**config.mk**
```make
export PLATFORM = sky130hd
export DESIGN_NAME = data_receive_flat
export DESIGN_NICKNAME = d
export VERILOG_FILES = /design/src/rtl/data_receive_pkg.sv /design/src/rtl/data_receive_if.sv /design/src/rtl/data_receive_edge_detect_rise.sv /design/src/rtl/data_receive.sv /design/src/flat_wrapper.sv
export SDC_FILE = /design/constraint.sdc
export NUM_CORES = 1
export LEC_CHECK = 0
export ABC_AREA = 1
export BUFFER_PORTS_ARGS = -buffer_cell sky130_fd_sc_hd__buf_2
export CAP_MARGIN = 20
export CELL_PAD_IN_SITES_DETAIL_PLACEMENT = 0
export CELL_PAD_IN_SITES_GLOBAL_PLACEMENT = 1
export CORE_UTILIZATION = 41
export CTS_BUF_LIST = sky130_fd_sc_hd__clkbuf_2
export CTS_CLUSTER_SIZE = 14
export DETAILED_ROUTE_END_ITERATION = 8
export PLACE_DENSITY_LB_ADDON = 0.1
export RECOVER_POWER = 100
export SLEW_MARGIN = 10
export SYNTH_ARGS = -nofsm -noshare
export SYNTH_HDL_FRONTEND = slang
export SYNTH_SLANG_ARGS = --single-unit
```
**constraint.sdc**
```tcl
create_clock -name clk -period 2.15 [get_ports clk]
set_input_delay 0.215 -clock clk [delete_from_list [all_inputs] [get_ports clk]]
set_output_delay 0.215 -clock clk [all_outputs]
set_load 0.01 [all_outputs]
```
**src/rtl/data_receive_pkg.sv**
```systemverilog
// Shared definitions for the PC-to-board data path (receive and send sides).
// Both sides take the transfer length from here so they always agree.
package data_receive_pkg;

    localparam int unsigned MEM_ADDR_W   = 14;
    localparam int unsigned NUM_DATA_DEF = 2500;

    typedef enum logic [1:0] {
        StIdle = 2'd0,
        StRecv = 2'd1,
        StDone = 2'd2
    } state_e;

endpackage

```
**src/rtl/data_receive_if.sv**
```systemverilog
// Byte stream from the UART receiver plus the data-memory write port.
// The master modport drives the stream and observes the write port.
interface data_receive_if;
    import data_receive_pkg::*;

    logic                  rx_done;
    logic [7:0]            rx_data;
    logic                  rx_frame_err;
    logic [MEM_ADDR_W-1:0] mem_write_sel;
    logic [7:0]            mem_write_data;
    logic                  mem_wr_en;

    modport master (
        output rx_done,
        output rx_data,
        output rx_frame_err,
        input  mem_write_sel,
        input  mem_write_data,
        input  mem_wr_en
    );

    modport slave (
        input  rx_done,
        input  rx_data,
        input  rx_frame_err,
        output mem_write_sel,
        output mem_write_data,
        output mem_wr_en
    );

endinterface

```
**src/rtl/data_receive_edge_detect_rise.sv**
```systemverilog
// Registered 1-bit rising-edge detector with synchronous reset.
// The pulse is combinational from the input so it aligns with the edge cycle.
module edge_detect_rise (
    input  logic clk,
    input  logic rst,
    input  logic i_sig,
    output logic o_rise
);

    logic r_prev;

    always_ff @(posedge clk) begin
        if (rst) begin
            r_prev <= 1'b0;
        end else begin
            r_prev <= i_sig;
        end
    end

    always_comb begin
        o_rise = i_sig & ~r_prev;
    end

endmodule

```
**src/rtl/data_receive.sv**
```systemverilog
// Stores bytes from the UART receiver sequentially into data memory from address 0
// and raises finish after NUM_DATA bytes; tracks framing errors and inter-byte timeouts.
module data_receive
    import data_receive_pkg::*;
#(
    parameter int unsigned NUM_DATA       = NUM_DATA_DEF,
    parameter int unsigned TIMEOUT_CYCLES = 5000000,
    parameter int unsigned ERR_CNT_W      = 8
) (
    input  logic                  clk,
    input  logic                  rst,
    input  logic                  i_recv_start,
    data_receive_if.slave         rx_mem,
    output logic [MEM_ADDR_W-1:0] o_bytes_received,
    output logic [ERR_CNT_W-1:0]  o_frame_err_cnt,
    output logic                  o_timeout_err,
    output logic                  o_finish
);

    localparam int unsigned TimerW = $clog2(TIMEOUT_CYCLES + 1);

    localparam logic [MEM_ADDR_W-1:0] LastIdx   = MEM_ADDR_W'(NUM_DATA - 1);
    localparam logic [TimerW-1:0]     TimerLast = TimerW'(TIMEOUT_CYCLES - 1);
    localparam logic [ERR_CNT_W-1:0]  ErrMax    = '1;

    state_e                r_state;
    logic [MEM_ADDR_W-1:0] r_bytes;
    logic [TimerW-1:0]     r_timer;
    logic [ERR_CNT_W-1:0]  r_err_cnt;
    logic                  r_timeout_err;
    logic                  r_finish;
    logic                  r_wr_en;
    logic [MEM_ADDR_W-1:0] r_wr_sel;
    logic [7:0]            r_wr_data;
    logic                  w_rx_edge;

    edge_detect_rise u_rx_edge (
        .clk    (clk),
        .rst    (rst),
        .i_sig  (rx_mem.rx_done),
        .o_rise (w_rx_edge)
    );

    always_ff @(posedge clk) begin
        if (rst) begin
            r_state       <= StIdle;
            r_bytes       <= '0;
            r_timer       <= '0;
            r_err_cnt     <= '0;
            r_timeout_err <= 1'b0;
            r_finish      <= 1'b0;
            r_wr_en       <= 1'b0;
            r_wr_sel      <= '0;
            r_wr_data     <= '0;
        end else begin
            r_wr_en <= 1'b0;
            unique case (r_state)
                StIdle: begin
                    if (i_recv_start) begin
                        r_state       <= StRecv;
                        r_bytes       <= '0;
                        r_timer       <= '0;
                        r_err_cnt     <= '0;
                        r_timeout_err <= 1'b0;
                    end
                end
                StRecv: begin
                    // A write scheduled last cycle is already on the port, so abort is safe here.
                    if (!i_recv_start) begin
                        r_state <= StIdle;
                    end else if (w_rx_edge && !rx_mem.rx_frame_err) begin
                        r_wr_en   <= 1'b1;
                        r_wr_sel  <= r_bytes;
                        r_wr_data <= rx_mem.rx_data;
                        r_bytes   <= r_bytes + MEM_ADDR_W'(1);
                        r_timer   <= '0;
                        if (r_bytes == LastIdx) begin
                            r_state  <= StDone;
                            r_finish <= 1'b1;
                        end
                    end else if (w_rx_edge) begin
                        if (r_err_cnt != ErrMax) begin
                            r_err_cnt <= r_err_cnt + ERR_CNT_W'(1);
                        end
                        r_timer <= '0;
                    end else if (r_bytes != '0) begin
                        // Idle gap only matters once the host has started sending.
                        if (r_timer == TimerLast) begin
                            r_timeout_err <= 1'b1;
                            r_timer       <= '0;
                            r_state       <= StIdle;
                        end else begin
                            r_timer <= r_timer + TimerW'(1);
                        end
                    end
                end
                StDone: begin
                    if (!i_recv_start) begin
                        r_state  <= StIdle;
                        r_finish <= 1'b0;
                    end
                end
                default: begin
                    r_state <= StIdle;
                end
            endcase
        end
    end

    always_comb begin
        rx_mem.mem_wr_en      = r_wr_en;
        rx_mem.mem_write_sel  = r_wr_sel;
        rx_mem.mem_write_data = r_wr_data;
        o_bytes_received      = r_bytes;
        o_frame_err_cnt       = r_err_cnt;
        o_timeout_err         = r_timeout_err;
        o_finish              = r_finish;
    end

endmodule
```
**src/flat_wrapper.sv**
```systemverilog
// flat-port wrapper written by rule: the top's interface ports become plain ports
module data_receive_flat import data_receive_pkg::*;
#(
    parameter int unsigned NUM_DATA       = NUM_DATA_DEF,
    parameter int unsigned TIMEOUT_CYCLES = 5000000,
    parameter int unsigned ERR_CNT_W      = 8
)
  (clk, rst, i_recv_start, o_bytes_received, o_frame_err_cnt, o_timeout_err, o_finish, rx_mem_rx_done, rx_mem_rx_data, rx_mem_rx_frame_err, rx_mem_mem_write_sel, rx_mem_mem_write_data, rx_mem_mem_wr_en);
  data_receive_if rx_mem_i ();
  input  logic clk;
  input  logic rst;
  input  logic i_recv_start;
  output logic [MEM_ADDR_W-1:0] o_bytes_received;
  output logic [ERR_CNT_W-1:0] o_frame_err_cnt;
  output logic o_timeout_err;
  output logic o_finish;
  input wire logic [$bits(rx_mem_i.rx_done)-1:0] rx_mem_rx_done;
  input wire logic [$bits(rx_mem_i.rx_data)-1:0] rx_mem_rx_data;
  input wire logic [$bits(rx_mem_i.rx_frame_err)-1:0] rx_mem_rx_frame_err;
  output wire logic [$bits(rx_mem_i.mem_write_sel)-1:0] rx_mem_mem_write_sel;
  output wire logic [$bits(rx_mem_i.mem_write_data)-1:0] rx_mem_mem_write_data;
  output wire logic [$bits(rx_mem_i.mem_wr_en)-1:0] rx_mem_mem_wr_en;
  assign rx_mem_i.rx_done = rx_mem_rx_done;
  assign rx_mem_i.rx_data = rx_mem_rx_data;
  assign rx_mem_i.rx_frame_err = rx_mem_rx_frame_err;
  assign rx_mem_mem_write_sel = rx_mem_i.mem_write_sel;
  assign rx_mem_mem_write_data = rx_mem_i.mem_write_data;
  assign rx_mem_mem_wr_en = rx_mem_i.mem_wr_en;
  data_receive #(.NUM_DATA(NUM_DATA), .TIMEOUT_CYCLES(TIMEOUT_CYCLES), .ERR_CNT_W(ERR_CNT_W)) u_core (.clk(clk), .rst(rst), .i_recv_start(i_recv_start), .rx_mem(rx_mem_i), .o_bytes_received(o_bytes_received), .o_frame_err_cnt(o_frame_err_cnt), .o_timeout_err(o_timeout_err), .o_finish(o_finish));
endmodule
```
# Word-level counts from Yosys, hierarchy flattened
# Cells that the tools add are included.
[classes]
eq_ne = 21
n_bitwise = 4
n_mux = 39
n_addsub = 3
reduce_logical = 14
[op_table]
columns = ["cell", "n"]
rows = [
  ["two-way mux 23 bit", 6],
  ["case mux 23 bit (2 select lines)", 1],
  ["two-way mux 14 bit", 3],
  ["two-way mux 8 bit", 5],
  ["case mux 14 bit (2 select lines)", 1],
  ["adder 23 x 1 -> 23 bit (second input constant)", 1],
  ["equality test 23 bit (second input constant)", 1],
  ["two-way mux 2 bit", 8],
  ["case mux 8 bit (2 select lines)", 1],
  ["adder 14 x 1 -> 14 bit (second input constant)", 1],
  ["equality test 14 x 12 -> 1 bit (second input constant)", 1],
  ["nonzero test 14 bit", 1],
  ["inequality test 2 x 1 -> 1 bit (second input constant)", 6],
  ["AND reduction 6 bit", 2],
  ["two-way mux 1 bit", 11],
  ["inequality test 2 bit (second input constant)", 5],
  ["adder 8 x 1 -> 8 bit (second input constant)", 1],
  ["inequality test 4 x 2 -> 1 bit (second input constant)", 2],
  ["inequality test 4 bit (second input constant)", 2],
  ["inequality test 8 bit (second input constant)", 1],
  ["AND reduction 4 bit", 2],
  ["AND reduction 7 bit", 1],
  ["case mux 2 bit (3 select lines)", 1],
  ["AND reduction 5 bit", 1],
  ["12 further kinds", 16],
]
[totals]
word_cells = 91
register_bits = 73

# Depth between registers and ports, before layout
# Gate-level depths: netlist of run 1.
[logic_depth]
ltp_word = 7
ltp_mapped = 11
depth_no_buf = 11

# Cells and area by module
# A second synthesis of run 1 with hierarchy kept.
[unflattened]
hier_cells = 516
hier_area_um2 = 3517.1
[by_module_without_submodules]
columns = ["module", "area_per_inst_um2", "cells_each", "n_inst"]
rows = [
  ["data_receive", 3485.8, 512, 1],
  ["edge_detect_rise", 31.3, 4, 1],
]

# Worst setup path after synthesis of run 1
# Ideal clock, no wire load.
[synth_timing]
kind = "reg2reg"
start = "register u_core.r_bytes[1], in the netlist u_core.o_bytes_received[1]"
end = "register u_core.r_timer[7]"
slack_ns = 0.534
t_arrival_ns = 1.552
setup_time_ns = 0.064
path_stages_with_launch = 12
required_time_ns = 2.086
synth_period_minus_slack_ns = 1.616
path_cell_list = "dfxtp_1 > inv_1 > ha_1 > nand3_1 > nor2_1 > nand3_4 > nand2_8 > inv_4 > a21oi_4 > buf_6 > nand2_1 > nor2_1"
[synth_via]
elab_chain_len = 3
[synth_rtl]
columns = ["element", "line_no", "rtl"]
rows = [
  ["start, declared", "data_receive.sv:27", "logic [MEM_ADDR_W-1:0] r_bytes;"],
  ["start signal, assigned", "data_receive.sv:75", "r_bytes <= r_bytes + MEM_ADDR_W'(1);"],
  ["nonzero test 14 bit", "data_receive.sv:86", "end else if (r_bytes != '0) begin"],
  ["inequality test 4 x 1 -> 1 bit (no source line)", "-", ""],
  ["AND reduction 4 bit (no source line)", "-", ""],
  ["end signal, assigned", "data_receive.sv:93", "r_timer <= r_timer + TimerW'(1);"],
  ["end, declared", "data_receive.sv:28", "logic [TimerW-1:0] r_timer;"],
]
# No other way between the ends.
# A chain may end at the register's enable or synchronous reset.

# Worst setup path after layout of run 1
[layout_timing]
start = "register u_core.r_bytes[1], in the netlist u_core.o_bytes_received[1]"
end = "register u_core.r_timer[14]"
# Same word-level chain as after synthesis.

==> impl_results.md, run 1 <==
- Avg Synthesized Cell Area: 6.76 um2
- Via count: 3595
- Gr ovfl total: 0
- Synth top area share: 39.7%
- CTS H-Tree Depth: 3
- Die area: 9350 um2
- Worst-Skew Late Latency: 0.57 ns
- Final setup viols: 0
- Simple-gate share of the synthesized area: 36.5%
- Nets: 637
- Worst-case clock buffer depth: 2
- Adder-Cell Fraction of Synth Area: 1.36%
- # Post-CTS Setup Buffers: 0
- CTS tree: done
- Hold Path Depth: 2
- Clock buffers created by TritonCTS: 9
- Initial Utilization: 42.2%
- Max-slew violations: 0
- Origin of the critical flop-to-flop path: u_core.o_bytes_received[1]$_SDFFE_PP0P_
- Diodes inserted: 0
- Number of flops mapped to enable cells by yosys: 0
- WP data arrival: 2.45 ns
- Syn Inst Count: 544
- Rows: 34
- Slew margin rel.: 60.2%
- Placed cell count: 707
- Post-synth top cells: 120 x nand2_1, 105 x nor2_1, 73 x dfxtp_1
- Pin count of the biggest net entering global routing: 36
- Via count of the first global-routing pass: 3541
- Comb power frac: 9.8%
- Mapped cell area: 3680 um2
- CTS root buffer: clkbuf_2
- Sw Share: 31.1%
- Flop-to-flop setup slack: 0.20 ns
- Setup CP Type: reg2reg
- Yosys Warn Count: 0
- Port bufs: 59
- P_sw: 795 uW
- Initial antenna violation count: 0
- Critical-path maximum fanout: 18
- Pre-CTS setup slack: 0.212 ns
- Layout Area Growth over Synthesis: 16.0%
- Routed Wire Length: 9590 um
- Startpoint Class: flop
- Worst min path class: in2reg
- DRC: 0
- Global-route wire length before repair: 16500 um
- Setup TNS: 0 ns
- Critical path's slowest cell: dfxtp_1
- Drt wl/cell: 13.1 um
- Xor and xnor area share after synthesis: 1.43%
- Clock Sinks: 73
- WHS: 0.0634 ns
- Fillcell total: 941
- Synth Register Bits: 73
- Area of the multi-input gates: 1900 um2
- R2R depth: 11
- Required @ worst endpoint: 2.64 ns
- Drt pass-1 iters: 4
- Final core utilization: 48.9%
- CTS clk-pin slew, worst paths: 0.27 ns
- Cell Pwr Density: 600 nW/um2
- Final Non-Filler Cells: 733
- Post-synth top area cell: dfxtp_1
- Routability congestion estimate: 0.853
- Pleak: 1.74 nW
- Storage element area: 1460 um2
- Top area cells in the synthesized netlist: dfxtp_1 40%, nand2_1 12%, nor2_1 11%
- Syn_nets: 561
- Main combinational cell family by area after synthesis: simple AND/OR/NAND/NOR gates
- Sequential fraction of the synthesis area: 39.7%
- Hold Startpoint: rst
- Die X: 96.7 um
- Core area: 8720 um2
- Layout cells sized above 1: 8.64%
- Hold Fails Final Rpt: 0
- Total power: 2.56 mW
- Fmax: 0.512 GHz
- Sequential share of power: 54.4%
- IO Pins: 60
- Worst-Margin Slew: 0.597 ns
- Outcome: finished clean
- VDD IR max: 0.315 mV
- Final instance area: 4270 um2
- Max cap viols: 0
- Skew final: 0.0360 ns
- Crit Reg-Reg Endpoint: u_core.r_timer[14]$_SDFFE_PP0P_
- CP endpoint kind: flop
- Top-count cell post-synth: nand2_1
- Post-synthesis cell type count: 40
- Hold EP: u_core.u_rx_edge.r_prev$_SDFF_PP0_
- Unrepaired setup endpoints after global routing: false
- Global Route Usage Sum: 21.7%
- Die height: 96.7 um
- ANT nets after route: 0
- Slowest stage delay, CP: 0.40 ns
- Internal: 1.76 mW
- Via/cell ratio: 4.90
- CP Cell Sequence: inv_1, ha_1, nand3_1, nor2_2, nand3_4, nand2_8, inv_4, a21oi_4, buf_4, nand2_1, nor2_1
- Final Cycle Share: 90.9%
- Final Worst Setup Slack: 0.196 ns
- Fin crit period: 1.95 ns
- Ys flop type: dfxtp_1
- Hpwl dp: 7010 um
- Clk pwr share: 35.8%
- DRT iter0 DRCs: 101
- Synth async-reset ratio: 0%
- Compound-Gate Fraction of Synth Area: 12.5%
- Post-synthesis mux area share: 0%
- Post-DP Area: 4100 um2
==> final cells by class <==
cell class | count | area share [%]
sequential | 73 | 34.3
clock inverter | 7 | 2.23
clock buffer | 9 | 1.06
inverter | 65 | 5.78
timing repair buffer | 77 | 9.06
multi-input combinational | 394 | 44.4
tap | 108 | 3.17
==> how the worst max path moves through the flow <==
stage	depth (start not counted)	end	from	slack [ns]
floorplan	11	u_core.r_timer[7]$_SDFFE_PP0P_	u_core.o_bytes_received[1]$_SDFFE_PP0P_	0.53
global placement	11	u_core.r_timer[6]$_SDFFE_PP0P_	u_core.o_bytes_received[1]$_SDFFE_PP0P_	0.31
detailed placement	11	u_core.r_timer[20]$_SDFFE_PP0P_	u_core.o_bytes_received[1]$_SDFFE_PP0P_	0.21
CTS	11	u_core.r_timer[14]$_SDFFE_PP0P_	u_core.o_bytes_received[1]$_SDFFE_PP0P_	0.09
global route	11	u_core.r_timer[14]$_SDFFE_PP0P_	u_core.o_bytes_received[1]$_SDFFE_PP0P_	0.01
finish	11	u_core.r_timer[14]$_SDFFE_PP0P_	u_core.o_bytes_received[1]$_SDFFE_PP0P_	0.20
==> worst max-delay path: cells and delay by family, from the launching register on <==
family	cells	cell delay, ns
AND/OR/NAND/NOR	6	0.70
flip-flops	1	0.40
buffers and inverters	3	0.38
AO/OA/AOI/OAI	1	0.22
adder cells (fa/ha/maj)	1	0.17
==> layer usage <==
| layer | vias up | track usage (%) | part of all wire [%] |
|---|---|---|---|
| met2 | 51 | 37.1 | 48 |
| li1 | 1898 | - | - |
| met4 | 0 | 7.58 | 1.5 |
| met5 | - | 0 | 0 |
| met3 | 13 | 3.11 | 3.0 |
| met1 | 1633 | 27.7 | 48 |
==> cell usage in the layout, fill, tap and decap left out, types with 4 or more instances in the layout <==
cell type / Yosys / final
nand2_1: 120 / 121
nor2_1: 105 / 105
dfxtp_1: 73 / 73
inv_1: 59 / 60
clkbuf_1: 5 / 47
a21oi_1: 43 / 43
o21ai_0: 30 / 31
nand3_1: 30 / 30
nand4_1: 14 / 14
buf_2: 2 / 13
clkbuf_2: 1 / 12
dlygate4sd3_1: 0 / 10
nor3_1: 9 / 9
o21bai_1: 6 / 6
nand3b_1: 5 / 5
xor2_1: 5 / 5
inv_2: 4 / 4
ha_1: 4 / 4
buf_4: 2 / 4
==> state kept, by name, indices dropped and copies added, names as in the netlist <==
register	cells
u_core.o_timeout_err	1
u_core.o_finish	1
u_core.o_bytes_received	14
u_core.rx_mem.mem_write_sel	14
u_core.o_frame_err_cnt	8
u_core.rx_mem.mem_wr_en	1
u_core.r_timer	23
u_core.u_rx_edge.r_prev	1
u_core.rx_mem.mem_write_data	8
u_core.r_state	2
==> power by group through the flow <==
stage | registers (mW) | clock network [mW] | logic, mW
3_3_place_gp | 1.42 | 0 | 0.248
5_1_grt | 1.40 | 0.995 | 0.285
4_1_cts | 1.39 | 0.949 | 0.265
3_5_place_dp | 1.42 | 0 | 0.250
6_report | 1.39 | 0.916 | 0.252
2_1_floorplan | 1.42 | 0 | 0.171
==> cells by family (layout without fill, tap and decap cells) <==
logic type / after synthesis / count (layout)
AOI/OAI and AO/OA: 84 / 84
xor gates and xnor gates: 6 / 6
buffers and inverters: 77 / 158
and+or+nand+nor: 300 / 300
DFF: 73 / 73
adders and majority gates: 4 / 4
==> repair_timing <==
item,4_1_cts,5_1_grt
setup endpoints to repair,0,11
resized for setup,0,1
hold buffers,10,0
endpoints found under the hold margin,11,0
(Power assumes the default switching activity.)
==> inputs of run 2 (changes only) <==
- CORE_ASPECT_RATIO: unset -> 1.1
- SKIP_LAST_GASP: unset -> 1
- clock period: 2.15 -> 2.1 ns (I/O delays scaled with it)
==> run 2 against run 1 <==
Compared with the run above: largest power group unchanged; die area about the same; worst setup slack got worse by 0.0056 ns; routed wire length decreased by 4.1%; maximum frequency increased by 2.3%; critical endpoint is now u_core.r_timer[17]$_SDFFE_PP0P_; hold slack improved by 0.023 ns; total power decreased by 2.0%.
==> impl_results.md, run 2 (same netlist as run 1, synthesis figures left out) <==
- Initial Utilization: 43.1% (+0.90 points)
- DRC: 0 (unchanged)
- Setup TNS: 0 ns (unchanged)
- Clock Sinks: 73 (unchanged)
- Die area: 9350 um2 (about the same)
- Die X: 92.3 um (-4.6%)
- Buffer and inverter count on the worst path: 4 (+1)
- Hold Path Depth: 2 (unchanged)
- Worst-case clock buffer depth: 2 (unchanged)
- CP endpoint kind: flop
- Total power: 2.51 mW (-2.0%)
- Unrepaired setup endpoints after global routing: false
- Core area: 8540 um2 (-2.1%)
- Final core utilization: 49.6% (+0.69 points)
- Slew margin rel.: 70.4% (+10 points)
- Final setup viols: 0 (unchanged)
- Gr ovfl total: 0 (unchanged)
- Die height: 101 um (+4.8%)
- Global-route wire length before repair: 15400 um (-6.8%)
- Worst min path class: in2reg
- Outcome: finished clean
- Max-slew violations: 0 (unchanged)
- R2R depth: 11 (unchanged)
- Critical path capture point: u_core.r_timer[17]$_SDFFE_PP0P_
- Cell Pwr Density: 592 nW/um2 (-1.3%)
- Drt pass-1 iters: 4 (unchanged)
- Diodes inserted: 0 (unchanged)
- Port bufs: 59 (unchanged)
- Critical path depth in cells: 11 (unchanged)
- Pleak: 1.71 nW (-1.4%)
- Via count: 3643 (+1.3%)
- Worst-Skew Late Latency: 0.52 ns (-0.05 ns)
- VDD IR max: 0.339 mV (+7.7%)
- Hpwl dp: 6700 um (-4.4%)
- Skew final: 0.0341 ns (-0.00189 ns)
- Fmax: 0.524 GHz (+2.3%)
- Startpoint Class: flop
- Via/cell ratio: 4.94 (+0.65%)
- Layout cells sized above 1: 8.45% (-0.19 points)
- Slowest stage delay, CP: 0.49 ns (+0.09 ns)
- Commonest non-fill, non-tap cell in the layout: nand2_1
- Reg with most FFs: u_core.r_timer
- Fillcell total: 942 (+0.11%)
- WHS: 0.0863 ns (+0.0229 ns)
- Crit Reg-Reg Endpoint: u_core.r_timer[17]$_SDFFE_PP0P_
- Setup CP Type: reg2reg
- Hold Fails Final Rpt: 0 (unchanged)
- Crit path max-delay family: simple AND/OR/NAND/NOR gates
- Layout Area Growth over Synthesis: 15.2%
- Initial antenna violation count: 0 (unchanged)
- Rows: 35 (+2.9%)
- Required @ worst endpoint: 2.55 ns (-0.09 ns)
- Clock buffers created by TritonCTS: 9 (unchanged)
- Flop-to-flop setup slack: 0.19 ns (about the same)
- Largest register FFs: 23 (unchanged)
- Pin count of the biggest net entering global routing: 24 (-33%)
- ANT nets after route: 0 (unchanged)
- IO Pins: 60 (unchanged)
- Final instance area: 4240 um2 (-0.70%)
- Nets: 639 (+0.31%)
- CP Cell Sequence: inv_2, nor2_4, nand2_1, nand3_2, inv_2, nand2_8, inv_4, a21oi_4, buf_12, nand2_1, nor2_1
- Worst-Margin Slew: 0.444 ns (-0.153 ns)
- Global Route Usage Sum: 20.7% (-0.98 points)
- Post-DP Area: 4120 um2 (+0.27%)
- CTS clk-pin slew, worst paths: 0.23 ns (-0.04 ns)
- Routed Wire Length: 9190 um (-4.1%)
- Via count of the first global-routing pass: 3358 (-5.2%)
- Fin crit period: 1.91 ns (-0.0444 ns)
- CP Launch Point: u_core.r_state[0]$_SDFFE_PP0P_
- WP data arrival: 2.36 ns (-0.09 ns)
- CTS root buffer: clkbuf_2
- Most frequent cells in the layout: 122 x nand2_1, 107 x nor2_1, 73 x dfxtp_1
- CTS tree: done
- Routability congestion estimate: 0.824 (-3.4%)
- Origin of the critical flop-to-flop path: u_core.r_state[0]$_SDFFE_PP0P_
- DRT iter0 DRCs: 142 (+41%)
- Max cap viols: 0 (unchanged)
- Critical path's slowest cell: dfxtp_1
- Drt wl/cell: 12.5 um (-4.7%)
- Critical-path maximum fanout: 18 (unchanged)
- Final Cycle Share: 91.0% (about the same)
- CTS H-Tree Depth: 3 (unchanged)
==> run 2: changes by cell type in the layout (fill, tap and decap cells not counted), sizes merged <==
cell,delta
buf,+1
clkbuf,+2
inv,-3
clkinvlp,+2
==> run 2: per-layer routing <==
metal | part of all wire (%) | global-route usage (%) | up-vias
li1 | - | - | 1906
met1 | 48 | 26.8 | 1633
met2 | 46 | 34.7 | 92
met3 | 4.7 | 3.53 | 12
met4 | 1.4 | 7.57 | 0
met5 | 0 | 0 | -
==> run 2: how the worst min path moves through the flow <==
stage,from,endpoint
2_1_floorplan,rx_mem_rx_done,u_core.u_rx_edge.r_prev$_SDFF_PP0_
3_3_place_gp,rx_mem_rx_done,u_core.u_rx_edge.r_prev$_SDFF_PP0_
3_5_place_dp,rx_mem_rx_done,u_core.u_rx_edge.r_prev$_SDFF_PP0_
4_1_cts,rst,u_core.u_rx_edge.r_prev$_SDFF_PP0_
5_1_grt,rst,u_core.u_rx_edge.r_prev$_SDFF_PP0_
6_report,rst,u_core.u_rx_edge.r_prev$_SDFF_PP0_
==> run 2: area by class of cell <==
cell class	instances	area, um2	area share [%]
tap	111	139	3.28
clock buffer	10	50.0	1.18
inverter	65	246	5.82
multi-input combinational	394	1870	44.0
sequential	73	1460	34.5
clock inverter	6	67.6	1.60
timing repair buffer	79	405	9.57
==> run 2: power breakdown <==
part / total [mW] / leakage (nW) / switching [mW] / internal [mW]
Combinational: 0.256 / 1.05 / 0.171 / 0.0850
Clock: 0.830 / 0.0685 / 0.546 / 0.283
Sequential: 1.42 / 0.590 / 0.0148 / 1.41
==> run 2: what timing repair did <==
action | CTS | global route
resized for setup | 0 | 1
hold buffers | 10 | 0
setup endpoints to repair | 0 | 15
hold endpoints to repair | 11 | 0
setup buffers | 0 | 1
==> run 2: through the flow <==
| stage | worst slack, ns | instances |
|---|---|---|
| floorplan | 0.484 | 544 |
| global placement | 0.193 | 711 |
| detailed placement | 0.128 | 711 |
| CTS | 0.0781 | 737 |
| global route | 0.0110 | 738 |
| finish | 0.190 | 738 |
==> inputs of run 3 (changes only) <==
- ABC_AREA: 1 -> unset
- CORE_UTILIZATION: 41 -> 43
==> run 3 against run 2 <==
Compared with the run above: utilization grew 4.9 points; cell count fell by 19%; hold slack better by 0.068 ns.
==> impl_results.md, run 3 <==
- Gr busiest metal: met2
- Unrepaired setup endpoints after global routing: true
- Rows: 33 (-5.7%)
- Worst min path class: in2reg
- ANT nets after route: 0 (unchanged)
- CP most frequent cell: or3_1
- Largest register FFs: 23 (unchanged)
- DRT iter0 DRCs: 144 (+1.4%)
- Post-synthesis cell type count: 45 (+13%)
- Slowest stage delay, CP: 0.46 ns (-0.03 ns)
- CTS root buffer: clkbuf_2
- Outcome: finished clean
- Worst-case clock buffer depth: 2 (unchanged)
- Mapped cell area: 3350 um2 (-9.0%)
- CP endpoint kind: flop
- Die area: 8140 um2 (-13%)
- Final Non-Filler Cells: 598 (-19%)
- Nets: 505 (-21%)
- Die height: 94.5 um (-6.7%)
- P_sw: 614 uW (-16%)
- Die X: 86.1 um (-6.7%)
- CTS tree: done
- Fmax: 0.512 GHz (-2.2%)
- Layout Area Growth over Synthesis: 22.3%
- Core area: 7510 um2 (-12%)
- Critical-path maximum fanout: 7 (-11)
- Fillcell total: 768 (-18%)
- Sw Share: 25.0% (-4.2 points)
- Syn_nets: 417 (-26%)
- Via count: 3158 (-13%)
- Port bufs: 59 (unchanged)
- WP data arrival: 2.43 ns (+0.07 ns)
- Clock buffers created by TritonCTS: 9 (unchanged)
- Global Route Usage Sum: 21.0% (+0.32 points)
- Crit Reg-Reg Endpoint: u_core.o_bytes_received[12]$_SDFFE_PP0P_
- Cell Pwr Density: 601 nW/um2 (+1.4%)
- Reg with most FFs: u_core.r_timer
- Top-count cell post-synth: dfxtp_1
- Gr ovfl total: 0 (unchanged)
- Max cap viols: 0 (unchanged)
- Clk pwr share: 37.3% (+4.2 points)
- Hpwl dp: 5640 um (-16%)
- Slew margin rel.: 27.8% (-43 points)
- Comb power frac: 5.7% (-4.5 points)
- IO Pins: 60 (unchanged)
- Placed cell count: 572 (-20%)
- Most frequent cells in the layout: 72 x dfxtp_1, 65 x nand2_1, 47 x clkbuf_1
- WHS: 0.154 ns (+0.0678 ns)
- DRC: 0 (unchanged)
- Synth top area share: 43.7% (+3.9 points)
- Top area cells in the synthesized netlist: dfxtp_1 44%, nand2_1 7.3%, a21oi_1 4.9%
- Diodes inserted: 0 (unchanged)
- VDD IR max: 0.310 mV (-8.5%)
- Pleak: 1.39 nW (-19%)
- Flop-to-flop setup slack: 0.15 ns (-0.04 ns)
- Number of flops mapped to enable cells by yosys: 0 (unchanged)
- Sequential fraction of the synthesis area: 43.7% (+3.9 points)
- Clock Sinks: 73 (unchanged)
- Via/cell ratio: 5.28 (+7.0%)
- Worst-Margin Slew: 1.08 ns (+0.639 ns)
- Hold Fails Final Rpt: 0 (unchanged)
- Required @ worst endpoint: 2.58 ns (+0.03 ns)
- Synth Register Bits: 73 (unchanged)
- Met2 usage: 32.1% (-2.6 points)
- Initial Utilization: 44.5% (+1.5 points)
- Via count of the first global-routing pass: 2700 (-20%)
- Post-synth top area cell: dfxtp_1
- Internal: 1.85 mW (+3.8%)
- GR Layer Usage met3: 4.98% (+1.5 points)
- Yosys Warn Count: 0 (unchanged)
- CTS clk-pin slew, worst paths: 0.22 ns (about the same)
- Routed Wire Length: 8130 um (-12%)
- Syn Inst Count: 400 (-26%)
- CTS H-Tree Depth: 3 (unchanged)
- Global-route wire length before repair: 13400 um (-13%)
- GR Layer Usage met1: 28.8% (+2.0 points)
- Post-synth top cells: 73 x dfxtp_1, 65 x nand2_1, 33 x a21oi_1
- Sequential share of power: 57.0% (+0.3 points)
- Setup CP Type: reg2reg
- CP Cell Sequence: or3b_4, a21o_1, or3_1, or3_1, a21oi_1
- Skew final: 0.0327 ns (-0.00146 ns)
- Commonest non-fill, non-tap cell in the layout: dfxtp_1
- Final setup viols: 0 (unchanged)
- Origin of the critical flop-to-flop path: u_core.u_rx_edge.r_prev$_SDFF_PP0_
- Avg Synthesized Cell Area: 8.36 um2 (+24%)
- Critical path capture point: u_core.o_bytes_received[12]$_SDFFE_PP0P_
- Fin crit period: 1.95 ns (+0.0424 ns)
- Drt pass-1 iters: 4 (unchanged)
- Startpoint Class: flop
- Pin count of the biggest net entering global routing: 25 (+4.2%)
- Ys flop type: dfxtp_1
- Critical path's slowest cell: or3_1
- Final Cycle Share: 93.0% (+2.0 points)
- Drt wl/cell: 13.6 um (+9.1%)
- Routability congestion estimate: 0.846 (+2.6%)
- R2R depth: 5 (-6)
- Worst-Skew Late Latency: 0.53 ns (about the same)
- # Post-CTS Setup Buffers: 0 (unchanged)
- Layout cells sized above 1: 14.6% (+6.2 points)
- CP Launch Point: u_core.u_rx_edge.r_prev$_SDFF_PP0_
- Initial antenna violation count: 0 (unchanged)
- Max-slew violations: 0 (unchanged)
- Synth async-reset ratio: 0% (unchanged)
## run 3: changes by cell type after synthesis, sizes merged, moves of 10 or more
cell / delta
inv: -60
a211oi: +15
xnor2: +12
clkbuf: +12
nor2: -89
o21ai: -21
a21oi: -12
nand3: -19
nand2: -59
or3: +10
## run 3: per-stage QoR
stage / total power, mW / TNS, ns / setup slack, ns / instance area [um2] / utilization, %
2_1_floorplan: 1.50 / 0 / 0.193 / 3350 / -
3_3_place_gp: 1.56 / 0 / 0.165 / 3940 / 52.4
3_5_place_dp: 1.56 / 0 / 0.0780 / 3940 / 52.4
4_1_cts: 2.49 / 0 / 0.00785 / 4180 / 55.6
5_1_grt: 2.56 / -0.0623 / -0.0391 / 4090 / 54.5
6_report: 2.46 / 0 / 0.148 / 4090 / 54.5
## run 3: how the worst min path moves through the flow
stage | from | end | slack, ns | cells after the start
CTS | rst | u_core.rx_mem.mem_write_data[1]$_SDFFE_PP0P_ | 0.08 | 2
finish | rx_mem_rx_frame_err | u_core.o_finish$_SDFFE_PP0P_ | 0.15 | 5
detailed placement | u_core.rx_mem.mem_write_sel[13]$_SDFFE_PP0P_ | u_core.rx_mem.mem_write_sel[13]$_SDFFE_PP0P_ | 0.45 | 2
global placement | u_core.rx_mem.mem_write_sel[9]$_SDFFE_PP0P_ | u_core.rx_mem.mem_write_sel[9]$_SDFFE_PP0P_ | 0.44 | 2
global route | rx_mem_rx_frame_err | u_core.o_finish$_SDFFE_PP0P_ | 0.17 | 5
floorplan | rx_mem_rx_done | u_core.u_rx_edge.r_prev$_SDFF_PP0_ | 0.34 | 1
## run 3: kinds of logic after synthesis
| group | count (synthesis) | share of synthesized area [%] |
|---|---|---|
| flip-flops | 73 | 43.7 |
| AO/OA/AOI/OAI | 78 | 15.1 |
| multiplexers | 1 | 0.299 |
| AND/OR/NAND/NOR | 185 | 28.5 |
| XOR/XNOR | 27 | 7.07 |
| buffers and inverters | 32 | 3.89 |
| adder cells (fa/ha/maj) | 4 | 1.50 |
## run 3: timing repair
| item | in CTS | in global routing |
|---|---|---|
| hold endpoints to repair | 10 | 0 |
| gates resized for setup | 0 | 4 |
| setup endpoints to repair | 0 | 23 |
| hold buffers | 10 | 0 |
## run 3: power by group through the flow
stage | clock [mW] | combinational (mW) | sequential, mW
floorplan | 0 | 0.0735 | 1.43
global placement | 0 | 0.129 | 1.43
detailed placement | 0 | 0.131 | 1.43
CTS | 0.938 | 0.145 | 1.40
global route | 0.996 | 0.157 | 1.40
finish | 0.917 | 0.141 | 1.40
## run 3: final cells by class
type | count | area, um2 | share of cell area [%]
multi-input cells | 295 | 1760 | 43.1
flip-flops and latches | 73 | 1460 | 35.7
repair buffers | 104 | 577 | 14.1
well taps | 105 | 131 | 3.21
clock inverters | 7 | 95.1 | 2.32
clock buffers | 9 | 45.0 | 1.10
inverters | 5 | 18.8 | 0.459
## run 3: layer usage
layer	vias to the layer above	share of wire, %
met5	-	0
met1	1466	50
met4	0	1.5
met2	65	44
li1	1617	-
met3	10	4.1
## run 3: critical path, delay by kind of cell, from the launching register on
family / cells / cell delay, ns
and+or+nand+nor: 3 / 1.20
DFF: 1 / 0.36
AOI/OAI and AO/OA: 2 / 0.36
